<file path="src/rtl/gshare_predictor.sv">
// Gshare direction predictor: fetch PC xor speculative global history indexes a PHT of 2-bit counters.
// Define GSHARE_BYPASS_EN to forward the counter being trained this cycle to a colliding fetch read.
module gshare_predictor #(
    parameter int PHT_INDEX_BITS = 10,
    parameter int GHR_BITS       = 10
) (
    input  logic                      clk,
    input  logic                      rst,
    input  logic [31:0]               pcF,
    output logic                      global_predictF,
    output logic [PHT_INDEX_BITS-1:0] pht_indexF,
    input  logic                      branchD,
    input  logic                      stallD,
    input  logic                      global_predictD,
    input  logic                      branchE,
    input  logic                      actual_takenE,
    input  logic                      global_predictE,
    input  logic [PHT_INDEX_BITS-1:0] pht_indexE,
    output logic                      mispredictE
);

    localparam int PHT_ENTRIES = 1 << PHT_INDEX_BITS;

    logic [1:0]          pht [PHT_ENTRIES];
    logic [GHR_BITS-1:0] ghr_spec;
    logic [GHR_BITS-1:0] ghr_arch;
    logic [GHR_BITS-1:0] ghr_arch_shifted;
    logic [GHR_BITS-1:0] ghr_spec_shifted;
    logic [1:0]          ctr_e;
    logic [1:0]          ctr_e_next;
    logic [1:0]          ctr_f;
    logic                unused_pc_bits;

    // Word-aligned PC bits above the index never reach the hash.
    assign unused_pc_bits = ^{pcF[31:PHT_INDEX_BITS+2], pcF[1:0]};

    assign pht_indexF  = pcF[PHT_INDEX_BITS+1:2] ^ PHT_INDEX_BITS'(ghr_spec);
    assign mispredictE = branchE & (actual_takenE != global_predictE);

    if (GHR_BITS == 1) begin : g_ghr_single
        assign ghr_arch_shifted = actual_takenE;
        assign ghr_spec_shifted = global_predictD;
    end else begin : g_ghr_multi
        assign ghr_arch_shifted = {ghr_arch[GHR_BITS-2:0], actual_takenE};
        assign ghr_spec_shifted = {ghr_spec[GHR_BITS-2:0], global_predictD};
    end

    assign ctr_e = pht[pht_indexE];

    // NOTE: default first so every path assigns ctr_e_next and no latch is inferred.
    always_comb begin
        ctr_e_next = ctr_e;
        if (actual_takenE) begin
            if (ctr_e != 2'b11) ctr_e_next = ctr_e + 2'd1;
        end else begin
            if (ctr_e != 2'b00) ctr_e_next = ctr_e - 2'd1;
        end
    end

`ifdef GSHARE_BYPASS_EN
    assign ctr_f = (branchE && (pht_indexE == pht_indexF)) ? ctr_e_next : pht[pht_indexF];
`else
    assign ctr_f = pht[pht_indexF];
`endif
    assign global_predictF = ctr_f[1];

    // NOTE: the PHT is built from flops, not RAM, because every entry must reset to weakly not-taken.
    always_ff @(posedge clk or negedge rst) begin
        if (!rst) begin
            for (int i = 0; i < PHT_ENTRIES; i++) pht[i] <= 2'b01;
        end else if (branchE) begin
            pht[pht_indexE] <= ctr_e_next;
        end
    end

    // NOTE: non-blocking updates so both history registers see each other's pre-edge value.
    always_ff @(posedge clk or negedge rst) begin
        if (!rst) begin
            ghr_spec <= '0;
            ghr_arch <= '0;
        end else begin
            if (branchE) ghr_arch <= ghr_arch_shifted;
            // A mispredict flushes D, so the restore from architectural history wins.
            if (mispredictE)             ghr_spec <= ghr_arch_shifted;
            else if (branchD && !stallD) ghr_spec <= ghr_spec_shifted;
        end
    end

endmodule

</file>
<file path="config.mk">
export PLATFORM = sky130hd
export DESIGN_NAME = gshare_predictor
export DESIGN_NICKNAME = d
export VERILOG_FILES = /design/src/rtl/gshare_predictor.sv
export SDC_FILE = /design/constraint.sdc
export NUM_CORES = 2
export LEC_CHECK = 0
export CORE_MARGIN = 2
export CORE_UTILIZATION = 41
export DETAILED_ROUTE_END_ITERATION = 8
export PLACE_DENSITY = 0.53
export SLEW_MARGIN = 20
export SYNTH_ARGS = -nofsm -noshare
export SYNTH_HDL_FRONTEND = slang
export SYNTH_SLANG_ARGS = --single-unit
</file>
<file path="constraint.sdc">
create_clock -name clk -period 6.1 [get_ports clk]
set_clock_uncertainty 0.1 [all_clocks]
set_input_delay 1.22 -clock clk [delete_from_list [all_inputs] [get_ports clk]]
set_output_delay 1.22 -clock clk [all_outputs]
set_load 0.02 [all_outputs]
</file>
Word-level counts from Yosys, hierarchy flattened:

Index checks and enable logic that the tools add are counted.

* flip-flop bits (word level): 2067
* word-level logic and storage cells: 1056
* output and inout port bits: 12
* input bits: 50

* eq/ne operators: 2
* reductions and logical operators: 5
* muxes and demuxes: 14
* add/sub/neg operators: 2
* order comparisons: 3
* bitwise logic cells: 4

Operators by type and width (count)
* bitwise mux 2048 bit: 1
* binary-select mux 2 bit (select 10 bit): 2
* greater-or-equal comparator 11 bit, second input constant: 2
* NOT 10 -> 11 bit: 2
* demux 2 bit (select 10 bit): 1
* 2-to-1 mux 10 bit: 2
* 2-to-1 mux 2 bit: 8
* < comparator 11 x 1 -> 1 bit, second input constant: 1
* XOR 10 bit: 1
* nonzero test 2 bit: 2
* adder 2 x 1 -> 2 bit, second input constant: 1
* logical AND 1 bit: 2
* inequality test 2 bit, second input constant: 1
* subtractor 2 x 1 -> 2 bit, second input constant: 1
* AND 1 bit: 1
* logical NOT 1 bit: 1
* inequality test 1 bit: 1

Logic depth before layout (Yosys ltp):

* depth in word-level cells: 8
* mapped depth: 20
* depth with buffers taken out: 11

Worst setup path before layout:

OpenSTA, ideal clock, no wires.

* path type: input-to-output
* start: input pcF[4]
* end: output global_predictF
* arrival: 4.078 ns
* data required time: 4.780 ns
* buffers on the path: 4
* stages: 11
* setup slack: 0.702 ns
* cell sequence: xnor2_1 > inv_1 > clkbuf_1 > clkbuf_1 > buf_1 > clkbuf_1 > mux4_2 > o311ai_0 > a21oi_1 > a21oi_1 > nand4_1

* cells in the longest elaborated chain, start to end: 5

RTL lines
* start, declared: line 9 `input logic [31:0] pcF,`
* XOR 10 bit: line 37 `assign pht_indexF = pcF[PHT_INDEX_BITS+1:2] ^ PHT_INDEX_BITS'(ghr_spec);`
* via pht_indexF[2]: line 11 `output logic [PHT_INDEX_BITS-1:0] pht_indexF,`
* NOT 10 -> 11 bit (not written as such): line 63 `assign ctr_f = pht[pht_indexF];`
* binary-select mux 2 bit (select 10 bit): line 63
* 2-to-1 mux 2 bit (not written as such) (2 in series): line 63
* end, declared: line 10 `output logic global_predictF,`

The timed path passes the listed nets, and every way through them passes these cells. The select of a mux whose other input is x is not followed.

Worst setup path after layout:

* start: input pcF[9]
* end: output global_predictF

* cells in the longest elaborated chain, start to end: 5

RTL lines (line)
* XOR 10 bit: 37
* NOT 10 -> 11 bit (not written as such): 63
* binary-select mux 2 bit (select 10 bit): 63
* 2-to-1 mux 2 bit (not written as such) (2 in series): 63

No other way between the ends. The select of a mux whose other input is x is not followed.

==> metrics.txt <==
Residual DRC=0; sequential share of power=40.2%; largest net degree at the start of global routing=193; Setup WS post-layout=-0.06302 ns; Gate power share=17.9%; Slew headroom=20.81%; CTS tree=yes; Tcrit/Tclk final=101.0%; fin util=47.07%; switch share=29.44%; CTS Sinks=2067; core area=0.2763 mm2; routed vias=92940; yosys warns=0; Crit. End Element=output port; Initial DRT Pass Iterations=6; worst skew pair latency=0.93 ns; critical path, cell by cell=clkdlybuf4s50_1 > xnor2_1 > inv_1 > nor2_1 > buf_4 > o41ai_1 > or4_1 > a31oi_1 > a31oi_1 > buf_4 > nand4_1 > nand4_1 > buf_6; post-synthesis sequential area ratio=46.61%; final hold violation count=0; final design instance area without fill=0.1300 mm2; cell area after synthesis=0.1137 mm2; fin crit period=6.163 ns; Max VDD drop=245.2 uV; max-slew violations=0; Die W=530.7 um; Detailed Place HPWL=268500 um; H-tree levels=4; IO Pins=62; clk root buf=clkbuf_16; RD Place Congestion=0.9300; All-Layer GR Usage=30.59%; die area=0.2816 mm2; Layout Cells excl Fill=14190; slowest stage delay, CP=0.59 ns; final WL=442800 um; number of synthesized flops with an enable pin=0; P_int=25.28 mW; Initial Util=41.17%; max_cap viols=0; asr flop ratio synth=100.0%; power density cells=275.5 mW/mm2; leakage power=50.24 nW; port bufs=39; P_sw=10.54 mW; RSZ-0062 raised after global routing=yes; CP Class=in2out; WP data arrival=4.84 ns; outcome=finished, violations left; worst min path class=in2async; worst slew pin tran=1.188 ns; wire per inst=31.20 um; Final ANT Viol Nets=0; maximum buffer depth of the clock tree=4; Clock Power Share=41.9%; setup TNS=-0.06302 ns; Mapped Nets=10660; Die Y-Extent=530.7 um; DRT iter0 DRCs=11670; synth unique cells=61; cts bufs inserted=235; vias in the first global route=87400; Max Fanout on Critical Path=3; Worst path slowest cell=xnor2_1; number of vias per cell=6.548; Clock transition at path regs=0.06 ns; placed cell area=0.1215 mm2; #FFs+latches synth=2067; syn_area_per_cell=10.72 um2; Power, Total=35.82 mW; Setup Viol. Count Final=1; CP Data Required Time=4.78 ns; Placed Cells=13740; Top FF cell, synth=dfrtp_1; Layout area overhead=14.34%; area of the multi-input gates=0.05470 mm2; first-pass GRT wire length=638100 um; remaining global-route overflow=0; layout cells sized above 1=33.90%; Post-Syn Instances=10610; fmax=162.3 MHz; fillcell total=25410; fin nets=10330; Sequential Area=0.05301 mm2; initial antenna violation count=16; row count=193; violated checks=negative setup slack; Worst Setup Start Kind=primary input
## area by class of cell
cell class | count | share of cell area, %
Clock inverter | 82 | 0.8583
Timing Repair inverter | 1 | 0.006735
Multi-Input combinational cell | 7140 | 42.07
Timing Repair Buffer | 826 | 7.281
Inverter | 12 | 0.06062
Sequential cell | 2067 | 40.76
Clock buffer | 349 | 5.378
Antenna cell | 12 | 0.02309
Tap cell | 3705 | 3.565
## synthesized netlist by cell type, types with 20 or more instances
cell          n  area [um2]
o21ai_0    1065        5330
clkbuf_1    899        3374
nor2_1      224       840.8
dfstp_2    1024       26910
mux4_2      199        4482
buf_6       189        2128
dfrtp_1    1043       26100
o22a_1       20       175.2
a2111oi_0    23       201.4
o31ai_2     956       11960
nor4_1      142       888.4
nand2_1     520        1952
a22oi_1      20       150.1
buf_4        70       525.5
nand3_1      31       155.2
mux2i_1    1062       10630
o2111ai_1    26       227.7
a31oi_1     991        6200
o22ai_1     479        2997
buf_1        55       206.5
nor3_1       63       315.3
buf_2       181       905.9
a21oi_1    1175        5881
## critical path, delay by kind of cell
| kind | cells | cell delay, ns |
|---|---|---|
| buffers and inverters | 5 | 1.40 |
| and+or+nand+nor | 4 | 1.27 |
| xor gates and xnor gates | 1 | 0.59 |
| AOI/OAI and AO/OA | 3 | 0.33 |
## cells in the final DEF, fill, tap and decap left out, types with 10 or more instances in the layout
cell,Yosys,layout
a21oi_1,1175,1172
o21ai_0,1065,1064
mux2i_1,1062,1062
dfrtp_1,1043,1043
dfstp_2,1024,1024
a31oi_1,991,991
o31ai_2,956,956
buf_4,70,540
o22ai_1,479,479
nand2_1,520,453
clkbuf_16,0,238
buf_12,0,238
mux4_2,199,199
nor2_1,224,160
nor4_1,142,138
nor2_4,0,62
clkbuf_8,0,62
nor3_1,63,59
clkbuf_1,899,49
nand2_4,0,36
clkinv_2,0,35
clkdlybuf4s50_1,0,33
nand2_2,0,31
nand3_1,31,31
o2111ai_1,26,25
bufinv_16,0,24
a22oi_1,20,20
o22a_1,20,20
a2111oi_0,23,14
diode_2,0,12
nand4_1,11,11
clkinvlp_4,0,11
a211oi_1,11,10
and2_1,9,10
## flip-flops by register name, summed over array words and instances (netlist names)
name,count
pht,2048
ghr_spec,10
ghr_arch,9
## per-stage QoR
stage / hold slack [ns] / setup slack [ns]
floorplan: 0.3425 / 0.7025
global placement: 0.3492 / -0.9039
detailed placement: 0.3550 / -0.9119
CTS: 0.1189 / 0.002354
global route: 0.1487 / -0.09066
finish: 0.1521 / -0.06302
## cells by family (layout without fill, tap and decap cells)
group	after synthesis	count (layout)	synth area share [%]
AOI/OAI and AO/OA	4800	4800	29.43
xor gates and xnor gates	11	11	0.08471
adders and majority gates	2	2	0.01980
buffers and inverters	1406	1270	6.318
DFF	2067	2067	46.61
muxes	1269	1269	13.37
other	0	12	0
and+or+nand+nor	1058	1058	4.174
## worst paths after layout
| check | endpoint | slack (ns) | startpoint | depth (start not counted) |
|---|---|---|---|---|
| setup / recovery | global_predictF | -0.06 | pcF[9] | 13 |
| hold / removal | pht[1967] | 0.15 | rst | 1 |
| setup reg to reg | pht[656] | 1.95 | pht[276] | 14 |
| hold reg to reg | pht[1970] | 0.36 | pht[1970] | 2 |
| max in group asynchronous | pht[817] | 4.09 | rst | 3 |
| min in group clk | pht[1970] | 0.36 | pht[1970] | 2 |
## metal layers
layer,vias up,wire [um],track usage [%]
met1,47500,195200,44.28
li1,40020,-,-
met5,-,324,0
met2,4482,192900,45.40
met4,8,18820,12.00
met3,927,35520,5.156
## timing repair
item | CTS | global route
hold buffers | 0 | 0
gates resized for setup | 34 | 11
pin swaps | 8 | 4
setup buffers | 2 | 4
cloned | 4 | 0
setup endpoints to repair | 1 | 1
## power groups by stage
stage	Clock (mW)	Combinational [mW]	Sequential [mW]
2_1_floorplan	0	3.12	14.5
3_3_place_gp	0	6.08	14.6
3_5_place_dp	0	6.13	14.6
4_1_cts	15.2	6.26	14.4
5_1_grt	15.8	6.62	14.4
6_report	15.0	6.41	14.4
Note: power is estimated with default switching activity, not from simulation.
